--- src/rtl/bcd_7seg_pkg.sv ---
// Shared constants for the multiplexed BCD 7-segment display driver.
//
// Contents:
//   MIN_REFRESH_DIV   smallest legal number of clock cycles per digit slot
//   SEG_*_BIT         bit position of each segment in the 7-bit segment bus
//   SEG_0..SEG_9      active-low segment patterns, bus order {g,f,e,d,c,b,a}
//   SEG_BLANK         all segments off
package bcd_7seg_pkg;

  // One cycle of dead time plus at least one lit cycle per slot.
  localparam int MIN_REFRESH_DIV = 2;

  // Segment bit order on the bus: {g,f,e,d,c,b,a}.
  localparam int SEG_A_BIT = 0;
  localparam int SEG_B_BIT = 1;
  localparam int SEG_C_BIT = 2;
  localparam int SEG_D_BIT = 3;
  localparam int SEG_E_BIT = 4;
  localparam int SEG_F_BIT = 5;
  localparam int SEG_G_BIT = 6;

  // Active-low patterns: a 0 bit lights the segment.
  localparam logic [6:0] SEG_0     = 7'h40;
  localparam logic [6:0] SEG_1     = 7'h79;
  localparam logic [6:0] SEG_2     = 7'h24;
  localparam logic [6:0] SEG_3     = 7'h30;
  localparam logic [6:0] SEG_4     = 7'h19;
  localparam logic [6:0] SEG_5     = 7'h12;
  localparam logic [6:0] SEG_6     = 7'h02;
  localparam logic [6:0] SEG_7     = 7'h78;
  localparam logic [6:0] SEG_8     = 7'h00;
  localparam logic [6:0] SEG_9     = 7'h10;
  localparam logic [6:0] SEG_BLANK = 7'h7F;

endpackage

--- src/rtl/bcd_to_seg.sv ---
// Combinational BCD digit to 7-segment decoder.
//
// Ports:
//   bcd  in   4-bit digit code; 0..9 decode to numerals, 10..15 decode blank
//   seg  out  active-low segments {g,f,e,d,c,b,a}
module bcd_to_seg
  import bcd_7seg_pkg::*;
(
  input  logic [3:0] bcd,
  output logic [6:0] seg
);

  always_comb begin
    case (bcd)
      4'd0:    seg = SEG_0;
      4'd1:    seg = SEG_1;
      4'd2:    seg = SEG_2;
      4'd3:    seg = SEG_3;
      4'd4:    seg = SEG_4;
      4'd5:    seg = SEG_5;
      4'd6:    seg = SEG_6;
      4'd7:    seg = SEG_7;
      4'd8:    seg = SEG_8;
      4'd9:    seg = SEG_9;
      default: seg = SEG_BLANK;
    endcase
  end

endmodule

--- src/rtl/bcd_7seg_scan.sv ---
// Time-multiplexed 7-segment display driver.
//
// Accepts a packed BCD word (digit k in bits [4k+3:4k]) plus per-digit
// decimal-point requests, double-buffers them so the visible value only
// changes at frame boundaries, and scans one digit at a time onto a shared
// active-low segment bus. The first cycle of every digit slot is dead time
// (all anodes off) while the segment bus settles on the new digit.
//
// Build option: define LEADING_ZERO_BLANK_EN to blank leading zeros
// (digit 0 is never blanked; decimal points are still shown).
//
// Ports:
//   CLK_i    in   clock, rising edge
//   RST_N_i  in   asynchronous active-low reset
//   BCD_i    in   4*N_DIGITS BCD word
//   DP_i     in   N_DIGITS decimal-point requests, 1 = lit
//   LOAD_i   in   capture BCD_i/DP_i this cycle
//   SEG_o    out  segments {g,f,e,d,c,b,a}, active-low
//   DP_o     out  decimal point, active-low
//   AN_o     out  digit enables, active-low, at most one low
//   FRAME_o  out  one-cycle pulse at the start of each digit-0 slot
module bcd_7seg_scan
  import bcd_7seg_pkg::*;
#(
  parameter int N_DIGITS    = 4,
  parameter int REFRESH_DIV = 50000
)
(
  input  logic                  CLK_i,
  input  logic                  RST_N_i,
  input  logic [4*N_DIGITS-1:0] BCD_i,
  input  logic [N_DIGITS-1:0]   DP_i,
  input  logic                  LOAD_i,
  output logic [6:0]            SEG_o,
  output logic                  DP_o,
  output logic [N_DIGITS-1:0]   AN_o,
  output logic                  FRAME_o
);

  localparam int PW = $clog2(REFRESH_DIV);
  localparam int IW = (N_DIGITS > 1) ? $clog2(N_DIGITS) : 1;
  localparam logic [PW-1:0] PRESC_LAST = PW'(REFRESH_DIV - 1);
  localparam logic [IW-1:0] IDX_LAST   = IW'(N_DIGITS - 1);

  if (REFRESH_DIV < MIN_REFRESH_DIV) begin : g_bad_div
    $error("bcd_7seg_scan: REFRESH_DIV below minimum");
  end

  // run_reg is clear only between reset release and the first edge; that
  // edge enters the digit-0 slot without advancing the prescaler, so the
  // scan always restarts cleanly at digit 0.
  logic                  run_reg;
  logic [PW-1:0]         presc_reg, presc_next;
  logic [IW-1:0]         idx_reg, idx_next;
  logic [4*N_DIGITS-1:0] disp_bcd_reg, disp_bcd_next;
  logic [N_DIGITS-1:0]   disp_dp_reg, disp_dp_next;
  logic [4*N_DIGITS-1:0] pend_bcd_reg, pend_bcd_next;
  logic [N_DIGITS-1:0]   pend_dp_reg, pend_dp_next;
  logic                  pend_flag_reg, pend_flag_next;
  logic                  swap;

  logic [6:0]            seg_reg, seg_next;
  logic                  dp_reg, dp_next;
  logic [N_DIGITS-1:0]   an_reg, an_next;
  logic                  frame_reg;

  // Scan position and buffer update.
  always_comb begin
    presc_next     = presc_reg;
    idx_next       = idx_reg;
    disp_bcd_next  = disp_bcd_reg;
    disp_dp_next   = disp_dp_reg;
    pend_bcd_next  = pend_bcd_reg;
    pend_dp_next   = pend_dp_reg;
    pend_flag_next = pend_flag_reg;

    if (!run_reg) begin
      presc_next = '0;
      idx_next   = '0;
    end else if (presc_reg == PRESC_LAST) begin
      presc_next = '0;
      idx_next   = (idx_reg == IDX_LAST) ? '0 : idx_reg + 1'b1;
    end else begin
      presc_next = presc_reg + 1'b1;
    end

    // Entering a digit-0 slot is the only point where the visible value may change.
    swap = (presc_next == '0) && (idx_next == '0);

    if (swap) begin
      pend_flag_next = 1'b0;
      if (LOAD_i) begin
        // A load on the swap edge is newer than anything pending.
        disp_bcd_next = BCD_i;
        disp_dp_next  = DP_i;
      end else if (pend_flag_reg) begin
        disp_bcd_next = pend_bcd_reg;
        disp_dp_next  = pend_dp_reg;
      end
    end else if (LOAD_i) begin
      pend_bcd_next  = BCD_i;
      pend_dp_next   = DP_i;
      pend_flag_next = 1'b1;
    end
  end

  // Outputs are decoded from the next state so every output is a register
  // that already matches the slot it belongs to.
  logic [3:0]          digit_arr [N_DIGITS];
  logic [N_DIGITS-1:0] lz_blank;
  logic [3:0]          cur_digit;
  logic [6:0]          dec_seg;

  for (genvar gi = 0; gi < N_DIGITS; gi++) begin : g_digit
    assign digit_arr[gi] = disp_bcd_next[4*gi +: 4];
    assign an_next[gi]   = !((presc_next != '0) && (idx_next == IW'(gi)));
  end

`ifdef LEADING_ZERO_BLANK_EN
  // A digit is a leading zero when it and every digit above it are zero.
  for (genvar gi = 0; gi < N_DIGITS; gi++) begin : g_lzb
    if (gi == 0) begin : g_lsd
      assign lz_blank[gi] = 1'b0;
    end else begin : g_upper
      assign lz_blank[gi] = (disp_bcd_next[4*N_DIGITS-1:4*gi] == '0);
    end
  end
`else
  assign lz_blank = '0;
`endif

  assign cur_digit = digit_arr[idx_next];

  bcd_to_seg u_dec (
    .bcd (cur_digit),
    .seg (dec_seg)
  );

  always_comb begin
    seg_next = lz_blank[idx_next] ? SEG_BLANK : dec_seg;
    dp_next  = ~disp_dp_next[idx_next];
  end

  always_ff @(posedge CLK_i or negedge RST_N_i) begin
    if (!RST_N_i) begin
      run_reg       <= 1'b0;
      presc_reg     <= '0;
      idx_reg       <= '0;
      disp_bcd_reg  <= '0;
      disp_dp_reg   <= '0;
      pend_bcd_reg  <= '0;
      pend_dp_reg   <= '0;
      pend_flag_reg <= 1'b0;
      seg_reg       <= SEG_BLANK;
      dp_reg        <= 1'b1;
      an_reg        <= '1;
      frame_reg     <= 1'b0;
    end else begin
      run_reg       <= 1'b1;
      presc_reg     <= presc_next;
      idx_reg       <= idx_next;
      disp_bcd_reg  <= disp_bcd_next;
      disp_dp_reg   <= disp_dp_next;
      pend_bcd_reg  <= pend_bcd_next;
      pend_dp_reg   <= pend_dp_next;
      pend_flag_reg <= pend_flag_next;
      seg_reg       <= seg_next;
      dp_reg        <= dp_next;
      an_reg        <= an_next;
      frame_reg     <= swap;
    end
  end

  assign SEG_o   = seg_reg;
  assign DP_o    = dp_reg;
  assign AN_o    = an_reg;
  assign FRAME_o = frame_reg;

endmodule

--- config.mk ---
export PLATFORM = sky130hd
export DESIGN_NAME = bcd_7seg_scan
export DESIGN_NICKNAME = d
export VERILOG_FILES = /design/src/rtl/bcd_7seg_pkg.sv /design/src/rtl/bcd_to_seg.sv /design/src/rtl/bcd_7seg_scan.sv
export SDC_FILE = /design/constraint.sdc
export NUM_CORES = 1
export LEC_CHECK = 0
export ABC_AREA = 1
export BUFFER_PORTS_ARGS = -buffer_cell sky130_fd_sc_hd__buf_2
export CAP_MARGIN = 20
export CORE_ASPECT_RATIO = 0.75
export CORE_MARGIN = 2
export CORE_UTILIZATION = 55
export DETAILED_ROUTE_END_ITERATION = 10
export PLACE_DENSITY = 0.75
export RECOVER_POWER = 25
export SYNTH_ARGS = -nofsm -noshare
export SYNTH_HDL_FRONTEND = slang
export SYNTH_SLANG_ARGS = --single-unit
--- constraint.sdc ---
create_clock -name CLK_i -period 3.4 [get_ports CLK_i]
set_clock_uncertainty 0.2 [all_clocks]
set_input_delay 1.02 -clock CLK_i [delete_from_list [all_inputs] [get_ports CLK_i]]
set_output_delay 1.02 -clock CLK_i [all_outputs]
set_load 0.02 [all_outputs]
# ---- After elaboration in Yosys (flattened, before gate mapping)
# Memories as Yosys holds them, arrays and structs flattened. A register that Yosys moved wholly into a read port is not among the register bits.
# Cells that the tools add are included.
dict set report classes {
  bitwise_logic 3
  eq_ne 5
  n_addsub 2
  mux 18
  n_reduce_logical 15
  magnitude_cmp 2
}
# operator n
set ops {}
lappend ops {{16-bit 2-to-1 mux} 5}
lappend ops {{4-bit 2-to-1 mux} 5}
lappend ops {{16-bit by 1-bit adder with 16-bit output (second input constant)} 1}
lappend ops {{16-bit equality test (second input constant)} 1}
lappend ops {{16-bit zero test} 1}
lappend ops {{16-bit nonzero test} 1}
lappend ops {{4-bit binary-select mux with 2-bit select} 1}
lappend ops {{2-bit equality test (second input constant)} 3}
lappend ops {{2-bit 2-to-1 mux} 3}
lappend ops {{1-bit logical AND} 5}
lappend ops {{1-bit zero test} 5}
lappend ops {{3-bit greater-or-equal comparator (second input constant)} 1}
lappend ops {{2-bit by 3-bit < comparator with 1-bit output (second input constant)} 1}
lappend ops {{1-bit 2-to-1 mux} 3}
lappend ops {{2-bit NOT with 3-bit output} 1}
lappend ops {{2-bit by 1-bit adder with 2-bit output (second input constant)} 1}
lappend ops {{1-bit binary-select mux with 2-bit select} 1}
lappend ops {{2-bit by 1-bit equality test with 1-bit output (second input constant)} 1}
lappend ops {{2-bit zero test} 1}
lappend ops {{1-bit NOT} 2}
lappend ops {{2-bit AND reduction} 1}
lappend ops {{2-bit nonzero test} 1}
dict set report totals {
  reg_bits 66
  word_cells 57
  out_inout_bits 13
  mem_count 1
  rom_bits 112
}
# memory depth word_bits rd rd_clocked_by_memory_dff wr line
set mem_list {}
lappend mem_list {{(no name shown)} 16 7 1 1 0 bcd_to_seg.sv:14} ;# case (bcd)

# ---- Longest topological paths before layout
dict set report logic_depth {
  ltp_word 10
  depth_mapped 21
  mapped_depth_nobuf 21
}

# ---- Hierarchy
# A second synthesis with hierarchy kept.
dict set report unflattened {
  hier_cells 517
  area_unflattened_um2 4075.2
}
# mod area_per_inst_um2 n_inst cells_each
set modules_own_cells {}
lappend modules_own_cells {bcd_7seg_scan 3887.5 1 482}
lappend modules_own_cells {bcd_to_seg 187.7 1 35}

# ---- Worst setup path after synthesis
# No wires, ideal clock.
dict set report synth_timing {
  path_kind {register -> register}
  from {register presc_reg[0]}
  to {register seg_reg[0] (netlist: SEG_o[0])}
  required_ns 3.123
  t_arrival_ns 2.423
  period_less_slack_ns 2.700
  slack_ns 0.700
  n_path_buf 0
  path_stages_with_launch 20
  path_cell_list {dfrtp_1 ha_1 nand3_2 nor2_4 nand2_2 nand2_1 nand3_4 nand2_1 inv_4 nand4_4 nand2_1 nand3_1 nand2_1 nor2_1 inv_1 ha_1 inv_1 nand4_1 nand3_1 nand2_1}
}
dict set report synth_between {
  elab_chain_cells 9
  elab_cells_between_ends 14
  cone_classes {1 x add/sub; 1 x eq/ne; 8 x mux; 1 x bitwise; 3 x reduce/logical}
}
# element line
set synth_lines {}
lappend synth_lines {{start, declared} bcd_7seg_scan.sv:53} ;# logic [PW-1:0] presc_reg, presc_next;
lappend synth_lines {{start signal, assigned} bcd_7seg_scan.sv:160} ;# presc_reg <= presc_next;
lappend synth_lines {{16-bit by 1-bit adder with 16-bit output or 16-bit equality test (tied branches)} {bcd_7seg_scan.sv:84, bcd_7seg_scan.sv:80}}
lappend synth_lines {{16-bit 2-to-1 mux or 2-bit 2-to-1 mux (tied branches)} bcd_7seg_scan.sv:80} ;# end else if (presc_reg == PRESC_LAST) begin
lappend synth_lines {{16-bit 2-to-1 mux or 2-bit 2-to-1 mux (tied branches)} bcd_7seg_scan.sv:77} ;# if (!run_reg) begin
lappend synth_lines {{16-bit zero test or 2-bit zero test (tied branches)} bcd_7seg_scan.sv:88} ;# swap = (presc_next == '0) && (idx_next == '0);
lappend synth_lines {{1-bit logical AND} bcd_7seg_scan.sv:88}
lappend synth_lines {{16-bit 2-to-1 mux} bcd_7seg_scan.sv:90} ;# if (swap) begin
lappend synth_lines {{4-bit binary-select mux with 2-bit select *} bcd_7seg_scan.sv:132} ;# assign cur_digit = digit_arr[idx_next];
lappend synth_lines {{4-bit 2-to-1 mux (not written as such) * (2 in series)} bcd_7seg_scan.sv:132}
lappend synth_lines {{end, declared} bcd_7seg_scan.sv:62} ;# logic [6:0] seg_reg, seg_next;
# Mark *: on every way between the ends. The rest lies on a longest branch, timed or not. The select of a mux whose other input is x is not followed.
# A chain may end at the register's enable or synchronous reset.

# ---- Final worst setup path
dict set report layout_timing {
  from {register presc_reg[11]}
  to {register seg_reg[0] (netlist: SEG_o[0])}
}
dict set report layout_between {
  elab_chain_cells 9
  elab_cells_between_ends 14
  cone_classes {1 x add/sub; 1 x eq/ne; 8 x mux; 1 x bitwise; 3 x reduce/logical}
}
# element line
set layout_lines {}
lappend layout_lines {{16-bit equality test} bcd_7seg_scan.sv:80}
lappend layout_lines {{16-bit 2-to-1 mux} bcd_7seg_scan.sv:80}
lappend layout_lines {{16-bit 2-to-1 mux} bcd_7seg_scan.sv:77}
lappend layout_lines {{named net presc_next[8]} bcd_7seg_scan.sv:53}
lappend layout_lines {{16-bit zero test} bcd_7seg_scan.sv:88}
lappend layout_lines {{1-bit logical AND} bcd_7seg_scan.sv:88}
lappend layout_lines {{named net swap} bcd_7seg_scan.sv:60} ;# logic swap;
lappend layout_lines {{16-bit 2-to-1 mux} bcd_7seg_scan.sv:90}
lappend layout_lines {{4-bit binary-select mux with 2-bit select} bcd_7seg_scan.sv:132}
lappend layout_lines {{4-bit 2-to-1 mux (not written as such) (2 in series)} bcd_7seg_scan.sv:132}
# The timed path passes the listed nets, and every way through them passes these cells. The select of a mux whose other input is x is not followed.

==> parameters.txt <==
Parameter                              Value

Detailed routing
  Per-cell via count in the routed design ... 5.23
  Iteration-0 DRC count of the detailed router ... 242
  Remaining antenna violation count after routing ... 0
  Residual DRC count ... 0
  Final wirelength ... 8660 um
  First-pass detailed-route iteration total ... 5
  Vias after detailed routing ... 3,349
  Routed wirelength normalized by instance count ... 13.5 um

Logic synthesis
  Number of cells produced by synthesis ... 493
  Count of flip-flops with a built-in enable after synthesis ... 0
  Share of synthesized area occupied by flip-flops and latches ... 0.461
  Library cell occupying the most area in the post-synthesis netlist ... sky130_fd_sc_hd__dfrtp_1
  Mapped cell area ... 3990 um2
  Dominant register cell in the synthesized netlist ... sky130_fd_sc_hd__dfrtp_1
  Main area contributors after synthesis ... sky130_fd_sc_hd__dfrtp_1, sky130_fd_sc_hd__nand2_1, sky130_fd_sc_hd__dfstp_2
  Post-synthesis area per instance ... 8.10 um2
  Yosys synthesis warning count ... 0
  Number of nets in the synthesized netlist ... 523
  Area share of the leading cell type in the synthesized netlist ... 0.382
  Yosys cell types ... 39
  Total of flip-flops plus latches after synthesis ... 73
  Fraction of registers with async set or reset after synthesis ... 1.00

Clocking
  Clock latency on the worst-skew pair ... 0.36 ns
  Clock slew at reported path FFs ... 0.07 ns
  Clock tree from TritonCTS ... done
  H-tree levels ... 3
  Master cell of the clock root buffer ... sky130_fd_sc_hd__clkbuf_8
  CTS max path bufs ... 2
  Clock buffers created by TritonCTS ... 9
  Number of hold buffers added after cts ... 0
  Sink count of the clock tree ... 73

Floorplanning
  Floorplan core area ... 6930 um2
  Cell Rows ... 26
  Vertical die dimension ... 77.8 um
  Die area ... 7970 um2
  Number of top-level pins ... 36
  Starting density of the core ... 0.576
  Die Width ... 102 um

Critical path
  Most prevalent standard cell on the critical path ... sky130_fd_sc_hd__nand2_1
  Type of destination of the critical path ... flip-flop
  Slowest Stage Delay on Critical Path ... 0.44 ns
  CP bufs+invs ... 4
  Critical Path Source Type ... flip-flop
  Arrival time reported for the critical path endpoint ... 3.23 ns
  Crit-path max FO ... 18
  CP max-delay cell ... sky130_fd_sc_hd__dfrtp_1
  Required time of the worst setup path ... 3.49 ns
  Class of the most critical setup path ... flip-flop to flip-flop
  Family with the most delay on the worst path ... simple AND/OR/NAND/NOR gates
  Cells traversed along the worst timing path ... nor2_1, nand2_1, nor2_2, nand2_2, nand2_2, nor2_1, nor2_1, nand2_1, nor2_2, nand4_4, buf_12, buf_4, inv_4, nand2_1, nand3_2, nand2_4, nor2_8, inv_2, nand2_2, nand2_1

Outcome
  Failing checks ... max-capacitance violations, max-slew violations
  Result of the run ... finished with violations

Timing
  Worst hold slack ... 0.292 ns
  Setup violators final ... 0
  Achievable clock frequency ... 0.318 GHz
  Relative slew slack ... -0.161
  Period utilization ... 0.924
  Least-Margin Pin Slew ... 1.74 ns
  Final worst path period need ... 3.14 ns
  Count of endpoints failing hold in the final timing report ... 0
  Final-report max-slew violation count ... 74

Global routing
  Total congestion overflow after global routing ... 0
  Wire length of the first global-routing pass ... 14,500 um
  Antenna violations before repair ... 0
  Maximum number of pins on one net before global-route repair ... 74
  Total routing resource utilization after global routing ... 0.237
  Via count of the first global-routing pass ... 3,076

Placement
  Placed wire-length estimate ... 6280 um
  Count of buffers inserted at the top-level ports ... 35
  Weighted congestion at the end of routability-driven global placement ... 0.964

Finish
  Count of antenna diodes in the layout ... 0
  Growth of design area from synthesis to finish ... 13.7%
  Util after Layout ... 0.655
  Total Nets Final ... 567
  Fraction of final layout cells sized beyond drive strength 1 ... 0.210

Min path
  Path type of the worst min-delay path ... flip-flop to flip-flop

Flow run
  Max_cap viols ... 1

Power and ir drop
  Post-layout power ... 2460 uW
  Peak supply drop ... 0.000301 V
  Total power density per cell area ... 542 nW/um2
  Static power due to leakage ... 0.00223 uW
## routing by layer
metal / vias up / track usage / part of all wire
li1: 1692 / - / -
met1: 1557 / 0.344 / 0.49
met2: 92 / 0.345 / 0.45
met5: - / 0 / 0
met3: 8 / 0.0676 / 0.053
met4: 0 / 0.0680 / 0.0092
## cell type report
type | instances | area (um2)
fillers | 596 | 2390
multi-input cells | 347 | 1870
flip-flops and latches | 73 | 1840
repair buffers | 47 | 275
inverters | 59 | 226
clock buffers | 12 | 155
well taps | 98 | 123
clock inverters | 4 | 51.3
## synth_stat cells (2+ instances only)
cell / n
sky130_fd_sc_hd__a21oi_1: 2
sky130_fd_sc_hd__inv_2: 4
sky130_fd_sc_hd__nand3_1: 54
sky130_fd_sc_hd__clkinv_1: 2
sky130_fd_sc_hd__ha_1: 7
sky130_fd_sc_hd__dfstp_2: 12
sky130_fd_sc_hd__o211ai_1: 5
sky130_fd_sc_hd__o21ai_0: 40
sky130_fd_sc_hd__buf_1: 3
sky130_fd_sc_hd__inv_1: 51
sky130_fd_sc_hd__nor2_1: 33
sky130_fd_sc_hd__nand3_2: 4
sky130_fd_sc_hd__nand2_1: 136
sky130_fd_sc_hd__buf_2: 6
sky130_fd_sc_hd__dfrtp_1: 61
sky130_fd_sc_hd__clkbuf_1: 5
sky130_fd_sc_hd__and2_1: 4
sky130_fd_sc_hd__o21ai_1: 2
sky130_fd_sc_hd__nor2_2: 4
sky130_fd_sc_hd__nand2_2: 4
sky130_fd_sc_hd__nor2_4: 3
sky130_fd_sc_hd__mux2_1: 9
sky130_fd_sc_hd__nand4_1: 14
sky130_fd_sc_hd__mux2_2: 11
sky130_fd_sc_hd__inv_4: 2
sky130_fd_sc_hd__o21ai_2: 2
## cell usage in the layout, fill, tap and decap left out, types with 2 or more instances in the layout
master / instances
sky130_fd_sc_hd__nand2_1: 136
sky130_fd_sc_hd__dfrtp_1: 61
sky130_fd_sc_hd__nand3_1: 54
sky130_fd_sc_hd__inv_1: 51
sky130_fd_sc_hd__o21ai_0: 40
sky130_fd_sc_hd__buf_2: 35
sky130_fd_sc_hd__nor2_1: 32
sky130_fd_sc_hd__nand4_1: 14
sky130_fd_sc_hd__dfstp_2: 12
sky130_fd_sc_hd__mux2_2: 11
sky130_fd_sc_hd__clkbuf_8: 11
sky130_fd_sc_hd__buf_4: 10
sky130_fd_sc_hd__mux2_1: 9
sky130_fd_sc_hd__ha_1: 7
sky130_fd_sc_hd__nor2_2: 5
sky130_fd_sc_hd__o211ai_1: 5
sky130_fd_sc_hd__inv_2: 4
sky130_fd_sc_hd__nand3_2: 4
sky130_fd_sc_hd__nand2_2: 4
sky130_fd_sc_hd__and2_1: 4
sky130_fd_sc_hd__nor2_4: 3
sky130_fd_sc_hd__a21oi_1: 2
sky130_fd_sc_hd__o21ai_1: 2
sky130_fd_sc_hd__inv_4: 2
sky130_fd_sc_hd__clkinv_1: 2
sky130_fd_sc_hd__o21ai_2: 2
## what timing repair did
action	CTS	global route
setup buffers	0	5
resized for setup	0	1
setup endpoints to repair	0	6
## stage by stage
stage / setup WS (ns) / instances / setup TNS [ns] / instance area (um2)
detailed placement: 0.183 / 619 / 0 / 4300
floorplan: 0.700 / 493 / 0 / 3990
global route: -0.0103 / 640 / -0.0103 / 4540
global placement: 0.303 / 619 / 0 / 4300
finish: 0.260 / 640 / 0 / 4540
CTS: 0.169 / 635 / 0 / 4500
## worst reg2reg max path, delay by kind of cell, from the launching register on
| kind | cells | cell delay [ns] |
|---|---|---|
| buf+inv | 4 | 0.54 |
| simple gates | 16 | 1.90 |
| flops | 1 | 0.44 |
## worst paths after layout
| path | from | endpoint | slack [ns] | cells past startpoint |
|---|---|---|---|---|
| setup reg to reg | presc_reg[11] | SEG_o[0] | 0.26 | 20 |
| hold reg to reg | pend_bcd_reg[1] | pend_bcd_reg[1] | 0.29 | 1 |
| hold / removal | pend_bcd_reg[1] | pend_bcd_reg[1] | 0.29 | 1 |
| setup / recovery | presc_reg[11] | SEG_o[0] | 0.26 | 20 |
| max in group asynchronous | RST_N_i | pend_bcd_reg[9] | 0.96 | 2 |
| min in group asynchronous | RST_N_i | presc_reg[13] | 0.97 | 2 |
## cell families after synthesis
| kind of cell | after synthesis | share of synthesized area |
|---|---|---|
| other | 1 | 0.000939 |
| flip-flops | 73 | 0.461 |
| multiplexers | 21 | 0.0589 |
| adder cells (fa/ha/maj) | 7 | 0.0219 |
| buffers and inverters | 73 | 0.0717 |
| XOR/XNOR | 1 | 0.00219 |
| AND/OR/NAND/NOR | 263 | 0.309 |
| AO/OA/AOI/OAI | 54 | 0.0743 |
## report_power, final
| group | total, uW | internal [uW] | switching [uW] | leakage, uW |
|---|---|---|---|---|
| Combinational | 598 | 241 | 357 | 0.00125 |
| Sequential | 1160 | 1060 | 95.3 | 0.000883 |
| Clock | 708 | 379 | 329 | 0.000103 |
| Total | 2460 | 1680 | 781 | 0.00223 |
(Power assumes the default switching activity.)
